File: config.mk
export PLATFORM = sky130hd
export DESIGN_NAME = alu4_rr_scheduler_flat
export DESIGN_NICKNAME = d
export VERILOG_FILES = /design/src/rtl/alu4_rr_scheduler_if.sv /design/src/rtl/alu4_rr_scheduler.sv /design/src/flat_wrapper.sv
export SDC_FILE = /design/constraint.sdc
export NUM_CORES = 1
export LEC_CHECK = 0
export BUFFER_PORTS_ARGS = -buffer_cell sky130_fd_sc_hd__buf_2
export CORE_ASPECT_RATIO = 0.7
export CORE_UTILIZATION = 25
export DETAILED_ROUTE_END_ITERATION = 10
export PLACE_DENSITY = 0.49
export REMOVE_ABC_BUFFERS = 1
export SLEW_MARGIN = 10
export SYNTH_ARGS = -nofsm -noshare
export SYNTH_HDL_FRONTEND = slang
export SYNTH_SLANG_ARGS = --single-unit
File: constraint.sdc
create_clock -name clk -period 2.1 [get_ports clk]
set_input_delay 0.105 -clock clk [delete_from_list [all_inputs] [get_ports clk]]
set_output_delay 0.105 -clock clk [all_outputs]
set_load 0.1 [all_outputs]
File: src/rtl/alu4_rr_scheduler_if.sv
// Requester-side and response-side handshake bundle for the shared-ALU scheduler.
// master = requester fabric, slave = scheduler.
interface alu4_rr_scheduler_if #(
   parameter int NREQ = 4,
   parameter int IDW  = 2
);
   logic [NREQ-1:0]   req_valid;
   logic [NREQ-1:0]   req_ready;
   logic [4*NREQ-1:0] req_a;
   logic [4*NREQ-1:0] req_b;
   logic [2*NREQ-1:0] req_op;
   logic              resp_valid;
   logic              resp_ready;
   logic [7:0]        resp_data;
   logic [IDW-1:0]    resp_id;

   modport master (
      output req_valid, req_a, req_b, req_op, resp_ready,
      input  req_ready, resp_valid, resp_data, resp_id
   );

   modport slave (
      input  req_valid, req_a, req_b, req_op, resp_ready,
      output req_ready, resp_valid, resp_data, resp_id
   );
endinterface

File: src/rtl/alu4_rr_scheduler.sv
// Round-robin scheduler sharing one external 4-bit ALU among NREQ requesters.
// One operation in flight: IDLE (grant) -> EXEC (ALU settles) -> RESP (hold until accepted).
module alu4_rr_scheduler #(
   parameter int NREQ = 4,
   parameter int IDW  = 2
) (
   input  logic                clk,
   input  logic                rst,
   alu4_rr_scheduler_if.slave  bus,
   output logic [3:0]          alu_a_o,
   output logic [3:0]          alu_b_o,
   output logic [1:0]          alu_op_o,
   input  logic [7:0]          alu_result_i,
   output logic                busy_o
);
   localparam int SW = IDW + 1;

   typedef enum logic [1:0] {
      IDLE = 2'd0,
      EXEC = 2'd1,
      RESP = 2'd2
   } state_t;

   state_t         state_q, state_d;
   logic [IDW-1:0] ptr_q, ptr_d;
   logic [IDW-1:0] id_q, id_d;
   logic [3:0]     a_q, a_d;
   logic [3:0]     b_q, b_d;
   logic [1:0]     op_q, op_d;
   logic [7:0]     data_q, data_d;
   logic           vld_q, vld_d;
   logic [NREQ-1:0] ready;
   logic           found;
   logic [IDW-1:0] win;
   logic [SW-1:0]  idx;

   // First valid requester at or after the pointer, wrapping at NREQ.
   always_comb begin : search
      found = 1'b0;
      win   = '0;
      idx   = '0;
      for (int k = 0; k < NREQ; k++) begin
         idx = {1'b0, ptr_q} + SW'(k);
         if (idx >= SW'(NREQ)) idx = idx - SW'(NREQ);
         if (!found && bus.req_valid[idx[IDW-1:0]]) begin
            found = 1'b1;
            win   = idx[IDW-1:0];
         end
      end
   end

   always_comb begin : fsm
      state_d = state_q;
      ptr_d   = ptr_q;
      id_d    = id_q;
      a_d     = a_q;
      b_d     = b_q;
      op_d    = op_q;
      data_d  = data_q;
      vld_d   = vld_q;
      ready   = '0;
      unique case (state_q)
         IDLE: begin
            if (found) begin
               ready[win] = 1'b1;
               a_d        = bus.req_a[{win, 2'b00} +: 4];
               b_d        = bus.req_b[{win, 2'b00} +: 4];
               op_d       = bus.req_op[{win, 1'b0} +: 2];
               id_d       = win;
               ptr_d      = (win == IDW'(NREQ - 1)) ? '0 : win + IDW'(1);
               state_d    = EXEC;
            end
         end
         EXEC: begin
            data_d  = alu_result_i;
            vld_d   = 1'b1;
            state_d = RESP;
         end
         RESP: begin
            if (bus.resp_ready) begin
               vld_d   = 1'b0;
               state_d = IDLE;
            end
         end
         default: state_d = IDLE;
      endcase
   end

   always_ff @(posedge clk) begin
      if (rst) begin
         state_q <= IDLE;
         ptr_q   <= '0;
         id_q    <= '0;
         a_q     <= '0;
         b_q     <= '0;
         op_q    <= '0;
         data_q  <= '0;
         vld_q   <= 1'b0;
      end else begin
         state_q <= state_d;
         ptr_q   <= ptr_d;
         id_q    <= id_d;
         a_q     <= a_d;
         b_q     <= b_d;
         op_q    <= op_d;
         data_q  <= data_d;
         vld_q   <= vld_d;
      end
   end

   assign bus.req_ready  = ready;
   assign bus.resp_valid = vld_q;
   assign bus.resp_data  = data_q;
   assign bus.resp_id    = id_q;
   assign alu_a_o        = a_q;
   assign alu_b_o        = b_q;
   assign alu_op_o       = op_q;
   assign busy_o         = (state_q != IDLE);
endmodule

File: src/flat_wrapper.sv
// flat-port wrapper written by rule: the top's interface ports become plain ports
module alu4_rr_scheduler_flat 
#(
   parameter int NREQ = 4,
   parameter int IDW  = 2
)
  (clk, rst, alu_a_o, alu_b_o, alu_op_o, alu_result_i, busy_o, bus_req_valid, bus_req_a, bus_req_b, bus_req_op, bus_resp_ready, bus_req_ready, bus_resp_valid, bus_resp_data, bus_resp_id);
  alu4_rr_scheduler_if #(.NREQ(NREQ), .IDW(IDW)) bus_i ();
  input  logic clk;
  input  logic rst;
  output logic [3:0] alu_a_o;
  output logic [3:0] alu_b_o;
  output logic [1:0] alu_op_o;
  input  logic [7:0] alu_result_i;
  output logic busy_o;
  input wire logic [$bits(bus_i.req_valid)-1:0] bus_req_valid;
  input wire logic [$bits(bus_i.req_a)-1:0] bus_req_a;
  input wire logic [$bits(bus_i.req_b)-1:0] bus_req_b;
  input wire logic [$bits(bus_i.req_op)-1:0] bus_req_op;
  input wire logic [$bits(bus_i.resp_ready)-1:0] bus_resp_ready;
  output wire logic [$bits(bus_i.req_ready)-1:0] bus_req_ready;
  output wire logic [$bits(bus_i.resp_valid)-1:0] bus_resp_valid;
  output wire logic [$bits(bus_i.resp_data)-1:0] bus_resp_data;
  output wire logic [$bits(bus_i.resp_id)-1:0] bus_resp_id;
  assign bus_i.req_valid = bus_req_valid;
  assign bus_i.req_a = bus_req_a;
  assign bus_i.req_b = bus_req_b;
  assign bus_i.req_op = bus_req_op;
  assign bus_i.resp_ready = bus_resp_ready;
  assign bus_req_ready = bus_i.req_ready;
  assign bus_resp_valid = bus_i.resp_valid;
  assign bus_resp_data = bus_i.resp_data;
  assign bus_resp_id = bus_i.resp_id;
  alu4_rr_scheduler #(.NREQ(NREQ), .IDW(IDW)) u_core (.clk(clk), .rst(rst), .bus(bus_i), .alu_a_o(alu_a_o), .alu_b_o(alu_b_o), .alu_op_o(alu_op_o), .alu_result_i(alu_result_i), .busy_o(busy_o));
endmodule
==> flow_summary.json, run 1 <==
{
  "synth-edff-count": 0,
  "die_w_um": 89.8,
  "drc": 0,
  "numCtsBuffers": 3,
  "fin_area_um2": 1920,
  "ant_nets": 0,
  "ys_warn_count": 0,
  "met3_usage_pct": 1.93,
  "register_area_um2": 502,
  "end_kind": "output pin",
  "grtUsageTotal_pct": 12.2,
  "cpPeakStageDelay_ns": 0.40,
  "drive_gt1_share_pct": 49.1,
  "fmax_mhz": 520,
  "synthFlopType": "dfxtp_1",
  "worstPathMaxFanout": 5,
  "path_clk_slew_ns": 0.09,
  "r2r_end": "u_core.alu_b_o[1]$_SDFFE_PP0P_",
  "final_common_cell": "buf_2",
  "cts_tree": "yes",
  "min_path_cells": 3,
  "htree_levels": 1,
  "setup_violations": 0,
  "worst_pin_slew_ns": 0.592,
  "power_density_nw_per_um2": 1000,
  "worstHoldStart": "alu_result_i[3]",
  "synth_area_leaders": "dfxtp_1 (37%), mux2i_1 (16%), o221ai_2 (11%), nand2_1 (9.2%), a21oi_1 (5.6%)",
  "synth_seq_area_share_pct": 37.1,
  "die_y_um": 63.5,
  "vias": 1276,
  "antenna_cells": 0,
  "cp.depth": 6,
  "port_buffers": 80,
  "grt_antenna_before_repair": 0,
  "cts.sinks": 25,
  "use_met2_pct": 19.3,
  "cts_buffer_depth": 2,
  "rsz0062_at_grt": "false",
  "cap_violations": 0,
  "r2r_start": "u_core.ptr_q[0]$_SDFFE_PP0P_",
  "initial_core_util_pct": 27.0,
  "dpl_cell_area_um2": 1870,
  "cp-start-kind": "flop",
  "cp.arrival_ns": 1.82,
  "clockRootBuffer": "clkbuf_8",
  "yosysTopAreaCellShare_pct": 37.1,
  "dieArea_um2": 5700,
  "grt_pass1_vias": 1211,
  "synth_cell_types": 29,
  "path_buf_inv": 1,
  "routedWlPerCell_um": 11.6,
  "routed_via_density": 4.38,
  "postCtsSetupBuffers": 0,
  "async_reset_ff_share_pct": 0,
  "synth_area_um2": 1350,
  "status": "finished, final reports clean",
  "timing.hold.ws_ns": 0.0655,
  "drt_iter0_drc": 29,
  "nets": 279,
  "fillCellCount": 514,
  "utilization_pct": 38.4,
  "finalHoldViolCount": 0,
  "firstDrtPassIters": 4,
  "finalCritPeriodShare_pct": 91.6,
  "hold_path_end": "u_core.bus.resp_data[3]$_SDFFE_PP0P_",
  "worst-setup-path-type": "flop to output pin",
  "dp_hpwl_um": 2700,
  "hold_buffers": 0,
  "ir_drop_mv": 0.263,
  "grt_first_pass_wirelength_um": 5720,
  "rr_worst_depth": 6,
  "slew_headroom_pct": 60.5,
  "stdcell_count": 291,
  "netlist_instances": 142,
  "busiest_layer": "met2",
  "syn_to_final_growth_pct": 42.2,
  "critPathTopFamily": "flip-flops",
  "io_pins": 81,
  "slew_viol_final": 0,
  "p_leak_nw": 0.874,
  "yosys.area.top_type": "dfxtp_1",
  "syn_avg_cell_area_um2": 9.50,
  "num_rows": 21,
  "path_cells": "mux2i_1 -> o22ai_2 -> nor2_1 -> ha_1 -> and2_1 -> buf_12",
  "layout_common_cells": "buf_2 (77), nand2_1 (33), dfxtp_1 (24)",
  "coreArea_um2": 4990,
  "cp.required_ns": 2.00,
  "multi_input_area_um2": 803,
  "ys_ff_latch": 25,
  "wirelength_um": 3390,
  "grtUsageMet1_pct": 17.5,
  "dp.cells": 287,
  "overflow": 0,
  "hold_class": "primary input to flop",
  "clk_latency_ns": 0.27,
  "grt_max_degree": 23,
  "fin_crit_ns": 1.92,
  "worst_path_max_delay_cell": "dfxtp_2",
  "finClkSkew_ns": 0.00288,
  "reg2reg_slack_ns": 0.50,
  "place.gp.congestion": 0.793
}
power breakdown:
part,internal (mW),switching [mW]
Sequential,0.542,0.0404
Combinational,0.278,0.769
Clock,0.133,0.155
cell families after synthesis:
family          Yosys count  share of synthesized area [%]
buf+inv                   8                           3.34
flops                    25                           37.1
mux                      21                           15.6
compound gates           32                           23.3
fa+ha+maj                 1                          0.927
simple gates             55                           19.8
per-stage QoR:
stage	TNS [ns]	worst slack, ns	power [mW]
floorplan	-1.68	-0.559	1.41
global placement	0	0.432	1.65
detailed placement	0	0.397	1.65
CTS	0	0.0852	1.95
global route	0	0.0375	2.03
finish	0	0.176	1.92
cells in the mapped netlist (2+ instances only):
cell type,number
mux2i_1,21
nand2b_1,2
nand2_1,33
o221ai_2,10
nor2_1,8
dfxtp_1,25
buf_6,2
a21oi_1,15
o21ai_0,2
clkbuf_1,4
or2_4,2
registers in the layout, indices dropped and copies added (netlist names):
name,count
u_core.alu_a_o,4
u_core.alu_b_o,4
u_core.alu_op_o,2
u_core.bus.resp_data,8
u_core.bus.resp_id,2
u_core.bus.resp_valid,1
u_core.ptr_q,2
u_core.state_q,2
routing by layer:
layer / up-vias / part of all wire [%]
li1: 664 / -
met1: 587 / 50
met2: 23 / 47
met3: 2 / 2.6
met4: 0 / 0.41
met5: - / 0
what timing repair did:
action / in CTS / in global routing
resized for setup: 0 / 1
endpoints found under the hold margin: 0 / 0
setup endpoints to repair: 0 / 2
cell type report:
type                       instances  share of cell area (%)
clock buffer                       3                    2.15
sequential                        25                    26.2
inverter                           2                   0.391
clock inverter                     1                   0.261
timing repair buffer              82                    24.7
multi-input combinational        109                    41.9
tap                               69                    4.50
tightest hold or removal path, stage by stage:
cell	delay [ns]
buf_2	0.09
nand2_1	0.04
a21oi_1	0.05
worst max path at each step:
| stage | startpoint | to | slack (ns) |
|---|---|---|---|
| after floorplan | u_core.ptr_q[1]$_SDFFE_PP0P_ | bus_req_ready[2] | -0.56 |
| after global placement | u_core.ptr_q[1]$_SDFFE_PP0P_ | bus_req_ready[3] | 0.43 |
| after detailed placement | u_core.ptr_q[1]$_SDFFE_PP0P_ | bus_req_ready[3] | 0.40 |
| after CTS | u_core.ptr_q[1]$_SDFFE_PP0P_ | bus_req_ready[3] | 0.09 |
| after global routing | u_core.ptr_q[1]$_SDFFE_PP0P_ | bus_req_ready[3] | 0.04 |
| final | u_core.ptr_q[1]$_SDFFE_PP0P_ | bus_req_ready[3] | 0.18 |
No activity file was read; power rests on OpenSTA's default activity.
==> inputs of run 2 (changes only) <==
--- a/config.mk
+++ b/config.mk
@@ -5,11 +5,12 @@
 export SDC_FILE = /design/constraint.sdc
 export NUM_CORES = 1
 export LEC_CHECK = 0
+export ABC_AREA = 1
 export BUFFER_PORTS_ARGS = -buffer_cell sky130_fd_sc_hd__buf_2
 export CORE_ASPECT_RATIO = 0.7
 export CORE_UTILIZATION = 25
 export DETAILED_ROUTE_END_ITERATION = 10
-export PLACE_DENSITY = 0.49
+export PLACE_DENSITY = 0.47
 export REMOVE_ABC_BUFFERS = 1
 export SLEW_MARGIN = 10
 export SYNTH_ARGS = -nofsm -noshare
==> flow_summary.json, run 2 <==
{
  "numCtsBuffers": 3,
  "nets": 415,
  "finalHoldViolCount": 0,
  "place_ws_ns": 0.131,
  "cp.arrival_ns": 2.03,
  "final_common_cell": "nand2_1",
  "drt_iter0_drc": 61,
  "violations": "negative setup slack",
  "cap_violations": 0,
  "finalCritPeriodShare_pct": 102,
  "synth_seq_area_share_pct": 30.3,
  "io_pins": 81,
  "worst_pin_slew_ns": 0.503,
  "ys_warn_count": 0,
  "worst-setup-path-type": "flop to output pin",
  "synth-edff-count": 0,
  "synthFlopType": "dfxtp_1",
  "num_rows": 24,
  "finClkSkew_ns": 0.00721,
  "layout_setup_ws_ns": -0.0345,
  "vias": 1847,
  "routed_via_density": 4.24,
  "worstPathMaxFanout": 10,
  "firstDrtPassIters": 4,
  "fin_crit_ns": 2.13,
  "path_clk_slew_ns": 0.10,
  "wirelength_um": 4670,
  "cpPeakStageDelay_ns": 0.34,
  "synth_cell_types": 27,
  "fmax_mhz": 468,
  "overflow": 0,
  "cp.required_ns": 2.00,
  "cp-start-kind": "flop",
  "grt_pass1_vias": 1714,
  "cts_tree": "yes",
  "synth_area_um2": 1650,
  "path_cells": "buf_12 -> inv_8 -> nand2_2 -> nand3_1 -> inv_1 -> a31oi_2 -> nand3_4 -> buf_4 -> nor3_2 -> buf_12",
  "worst_path_max_delay_cell": "dfxtp_2",
  "stdcell_count": 436,
  "place.gp.congestion": 0.771,
  "synth_area_leaders": "dfxtp_1 (30%), nand2_1 (21%), nor2_1 (9.5%), nand3_1 (6.1%), nand2_2 (5.3%)",
  "routedWlPerCell_um": 10.7,
  "port_buffers": 80,
  "cts_buffer_depth": 2,
  "largest_reg_flops": 8,
  "grtUsageTotal_pct": 14.2,
  "layout_common_cells": "nand2_1 (89), buf_2 (76), nor2_1 (41)",
  "dieArea_um2": 6940,
  "clockRootBuffer": "clkbuf_8",
  "yosys.area.top_type": "dfxtp_1",
  "synth.most_common_cell": "nand2_1",
  "initial_core_util_pct": 26.2,
  "syn_to_final_growth_pct": 44.7,
  "grt_antenna_before_repair": 0,
  "die_y_um": 70.0,
  "cpMostUsedCell": "buf_12",
  "grt_max_degree": 26,
  "coreArea_um2": 6310,
  "htree_levels": 1,
  "ys_ff_latch": 25,
  "netlist_instances": 265,
  "async_reset_ff_share_pct": 0,
  "utilization_pct": 37.9,
  "grt_first_pass_wirelength_um": 7920,
  "yosysTopAreaCellShare_pct": 30.3,
  "dp_hpwl_um": 3390,
  "end_kind": "output pin",
  "ant_nets": 0,
  "clk_latency_ns": 0.27,
  "drc": 0,
  "hold_buffers": 0,
  "slew_viol_final": 0,
  "setup_violations": 2,
  "tns_ns": -0.0635,
  "slew_headroom_pct": 66.7,
  "dp.cells": 420,
  "syn_avg_cell_area_um2": 6.23,
  "drive_gt1_share_pct": 40.8,
  "antenna_cells": 0,
  "die_w_um": 99.1,
  "synth_top_cells_by_count": "nand2_1 (92), nor2_1 (42), dfxtp_1 (25), inv_1 (21), nand3_1 (20)",
  "status": "finished, violations left",
  "rsz0062_at_grt": "true",
  "hold_class": "primary input to flop",
  "cts.sinks": 25
}
[run 2: cell count changes after synthesis, moves of 3 or more]
cell	change
inv_1	+20
mux2i_1	-21
nand2_2	+14
nand2_1	+59
a21oi_1	-3
nand3_1	+20
nor2_1	+34
nor2_2	+3
nand4_1	+4
o221ai_2	-10
[run 2: timing repair]
action,CTS,global route
gates resized for setup,13,2
pin swaps,8,6
setup endpoints to repair,4,12
buffers inserted,9,4
[run 2: per-layer routing]
layer / vias to the layer above / part of all wire, % / routed length (um) / GRT usage (%)
li1: 1009 / - / - / -
met1: 777 / 50 / 2340 / 19.6
met2: 59 / 42 / 1940 / 21.8
met3: 2 / 7.9 / 368 / 5.21
met4: 0 / 0.45 / 21 / 1.96
met5: - / 0 / 0 / 0
[run 2: path summary, 6_finish.rpt]
path / from / endpoint / slack, ns / depth (start not counted)
worst min register to register: u_core.bus.resp_data[7]$_SDFFE_PP0P_ / u_core.bus.resp_data[7]$_SDFFE_PP0P_ / 0.46 / 2
worst min-delay path: bus_resp_ready / u_core.bus.resp_valid$_SDFFE_PP0P_ / 0.03 / 2
worst max-delay path: u_core.ptr_q[0]$_SDFFE_PP0P_ / bus_req_ready[0] / -0.03 / 10
worst max register to register: u_core.ptr_q[0]$_SDFFE_PP0P_ / u_core.alu_op_o[0]$_SDFFE_PP0P_ / 0.18 / 16
[run 2: logic make-up (layout without fill, tap and decap cells)]
logic type	count (synthesis)	after routing	share of synthesized area (%)
buf+inv	36	129	11.5
flops	25	25	30.3
simple gates	187	187	52.0
fa+ha+maj	1	1	0.757
compound gates	16	16	5.45
[run 2: metrics by stage]
step,instance area (um2),hold slack (ns)
after global routing,2390,0.0275
after CTS,2360,0.0225
after global placement,2190,0.323
after floorplan,1570,0.174
final,2390,0.0288
after detailed placement,2190,0.326
[run 2: cell type report]
type | instances | area [um2]
timing repair buffer | 98 | 608
fill | 689 | 3920
tap | 78 | 97.6
clock inverter | 1 | 7.51
inverter | 27 | 111
clock buffer | 3 | 41.3
sequential | 25 | 503
multi-input combinational | 204 | 1020
[run 2: worst max-delay path, delay by kind of cell, from the launching register on]
kind | cells | cell delay, ns
flops | 1 | 0.34
compound gates | 1 | 0.22
simple gates | 4 | 0.54
buf+inv | 5 | 0.65
Power of run 2 is left out: the tool's default activity adds up to more than one toggle a clock period on the data nets, which glitch-free logic cannot reach.
==> inputs of run 3 (changes only) <==
--- a/config.mk
+++ b/config.mk
@@ -10,7 +10,7 @@
 export CORE_ASPECT_RATIO = 0.7
 export CORE_UTILIZATION = 25
 export DETAILED_ROUTE_END_ITERATION = 10
-export PLACE_DENSITY = 0.47
+export PLACE_DENSITY = 0.48
 export REMOVE_ABC_BUFFERS = 1
 export SLEW_MARGIN = 10
 export SYNTH_ARGS = -nofsm -noshare
==> constraint.sdc (replaced) <==
create_clock -name clk -period 1.9 [get_ports clk]
set_input_delay 0.095 -clock clk [delete_from_list [all_inputs] [get_ports clk]]
set_output_delay 0.095 -clock clk [all_outputs]
set_load 0.1 [all_outputs]
==> flow_summary.json, run 3 (same netlist as run 2, synthesis figures left out) <==
{
  "coreArea_um2": 6310,
  "cp.required_ns": 1.80,
  "overflow": 0,
  "status": "finished, violations left",
  "drt_iter0_drc": 38,
  "io_pins": 81,
  "worst_pin_slew_ns": 0.497,
  "tns_ns": -0.681,
  "path_clk_slew_ns": 0.09,
  "finClkSkew_ns": 0.00185,
  "antenna_cells": 0,
  "worst-setup-path-type": "flop to output pin",
  "die_y_um": 70.0,
  "syn_to_final_growth_pct": 49.7,
  "initial_core_util_pct": 26.2,
  "worstPathMaxFanout": 10,
  "dieArea_um2": 6940,
  "grt_antenna_before_repair": 0,
  "grt_pass1_vias": 1786,
  "ant_nets": 0,
  "numCtsBuffers": 3,
  "vias": 1874,
  "cts_buffer_depth": 2,
  "final_common_cell": "nand2_1",
  "drive_gt1_share_pct": 44.2,
  "finalHoldViolCount": 0,
  "grt_first_pass_wirelength_um": 7900,
  "layout_setup_ws_ns": -0.172,
  "largest_reg_flops": 8,
  "nets": 417,
  "fmax_mhz": 483,
  "grt_max_degree": 26,
  "hold_class": "primary input to flop",
  "grtUsageTotal_pct": 14.0,
  "place.gp.congestion": 0.799,
  "dp_hpwl_um": 3510,
  "drc": 0,
  "cts.sinks": 25,
  "cp-start-kind": "flop",
  "violations": "negative setup slack",
  "cap_violations": 0,
  "slew_headroom_pct": 67.1,
  "setup_violations": 9,
  "cp.arrival_ns": 1.98,
  "clk_latency_ns": 0.27,
  "end_kind": "output pin",
  "routedWlPerCell_um": 10.8,
  "wirelength_um": 4730,
  "firstDrtPassIters": 4,
  "slew_viol_final": 0,
  "die_w_um": 99.1,
  "port_buffers": 80,
  "fillCellCount": 714,
  "routed_via_density": 4.28,
  "layout_common_cells": "nand2_1 (86), buf_2 (76), nor2_1 (41)",
  "fin_crit_ns": 2.07,
  "num_rows": 24,
  "clockRootBuffer": "clkbuf_8",
  "htree_levels": 1,
  "finalCritPeriodShare_pct": 109,
  "cts_tree": "yes",
  "rsz0062_at_grt": "true"
}
[run 3: changes by cell type in the layout (fill, tap and decap cells not counted), sizes merged]
cell  before  now
buf       98  100
[run 3: what timing repair did]
action                                  4_1_cts  5_1_grt
buffers inserted                              4        2
pin swaps                                     4       12
endpoints found under the setup margin        4       16
resized for setup                            15       15
hold buffers                                  0        0
[run 3: layout make-up]
| class | count | area [um2] | share of cell area, % |
|---|---|---|---|
| Multi-Input combinational cell | 204 | 1060 | 43.0 |
| Timing Repair Buffer | 100 | 643 | 26.0 |
| Sequential cell | 25 | 503 | 20.3 |
| Inverter | 27 | 116 | 4.71 |
| Tap cell | 78 | 97.6 | 3.95 |
| Clock buffer | 3 | 41.3 | 1.67 |
| Clock inverter | 1 | 7.51 | 0.304 |
[run 3: worst paths after layout]
kind,startpoint,end,slack [ns],depth (start not counted)
hold / removal,bus_resp_ready,u_core.bus.resp_valid$_SDFFE_PP0P_,0.02,2
setup / recovery,u_core.ptr_q[0]$_SDFFE_PP0P_,bus_req_ready[0],-0.17,11
setup reg to reg,u_core.ptr_q[0]$_SDFFE_PP0P_,u_core.alu_op_o[1]$_SDFFE_PP0P_,-0.04,14
hold reg to reg,u_core.bus.resp_data[4]$_SDFFE_PP0P_,u_core.bus.resp_data[4]$_SDFFE_PP0P_,0.46,2
[run 3: through the flow]
| stage | area [um2] | util, % | hold slack (ns) | setup WS, ns | instances |
|---|---|---|---|---|---|
| after floorplan | 1570 | - | 0.164 | -1.70 | 256 |
| after global placement | 2250 | 35.7 | 0.324 | -0.0234 | 428 |
| after detailed placement | 2250 | 35.7 | 0.313 | 0.00251 | 428 |
| after CTS | 2390 | 37.9 | 0.0177 | -0.194 | 436 |
| after global routing | 2470 | 39.2 | 0.0298 | -0.274 | 438 |
| final | 2470 | 39.2 | 0.0247 | -0.172 | 438 |
[run 3: metal layers]
layer,vias up,GRT usage [%],part of all wire (%)
met1,803,18.9,51
li1,1017,-,-
met4,0,1.47,0.25
met2,52,22.8,42
met5,-,0,0
met3,2,4.30,6.5
[run 3: worst max-delay path, cell delays in order, from the launching register on]
cell     delay (ns)
dfxtp_2        0.34
buf_12         0.14
inv_12         0.07
nand2_2        0.06
nand3_2        0.08
inv_1          0.05
a31oi_2        0.23
nand3_4        0.15
buf_6          0.15
nor3_2         0.13
buf_4          0.14
buf_12         0.16
Power of run 3 is left out for the same reason.
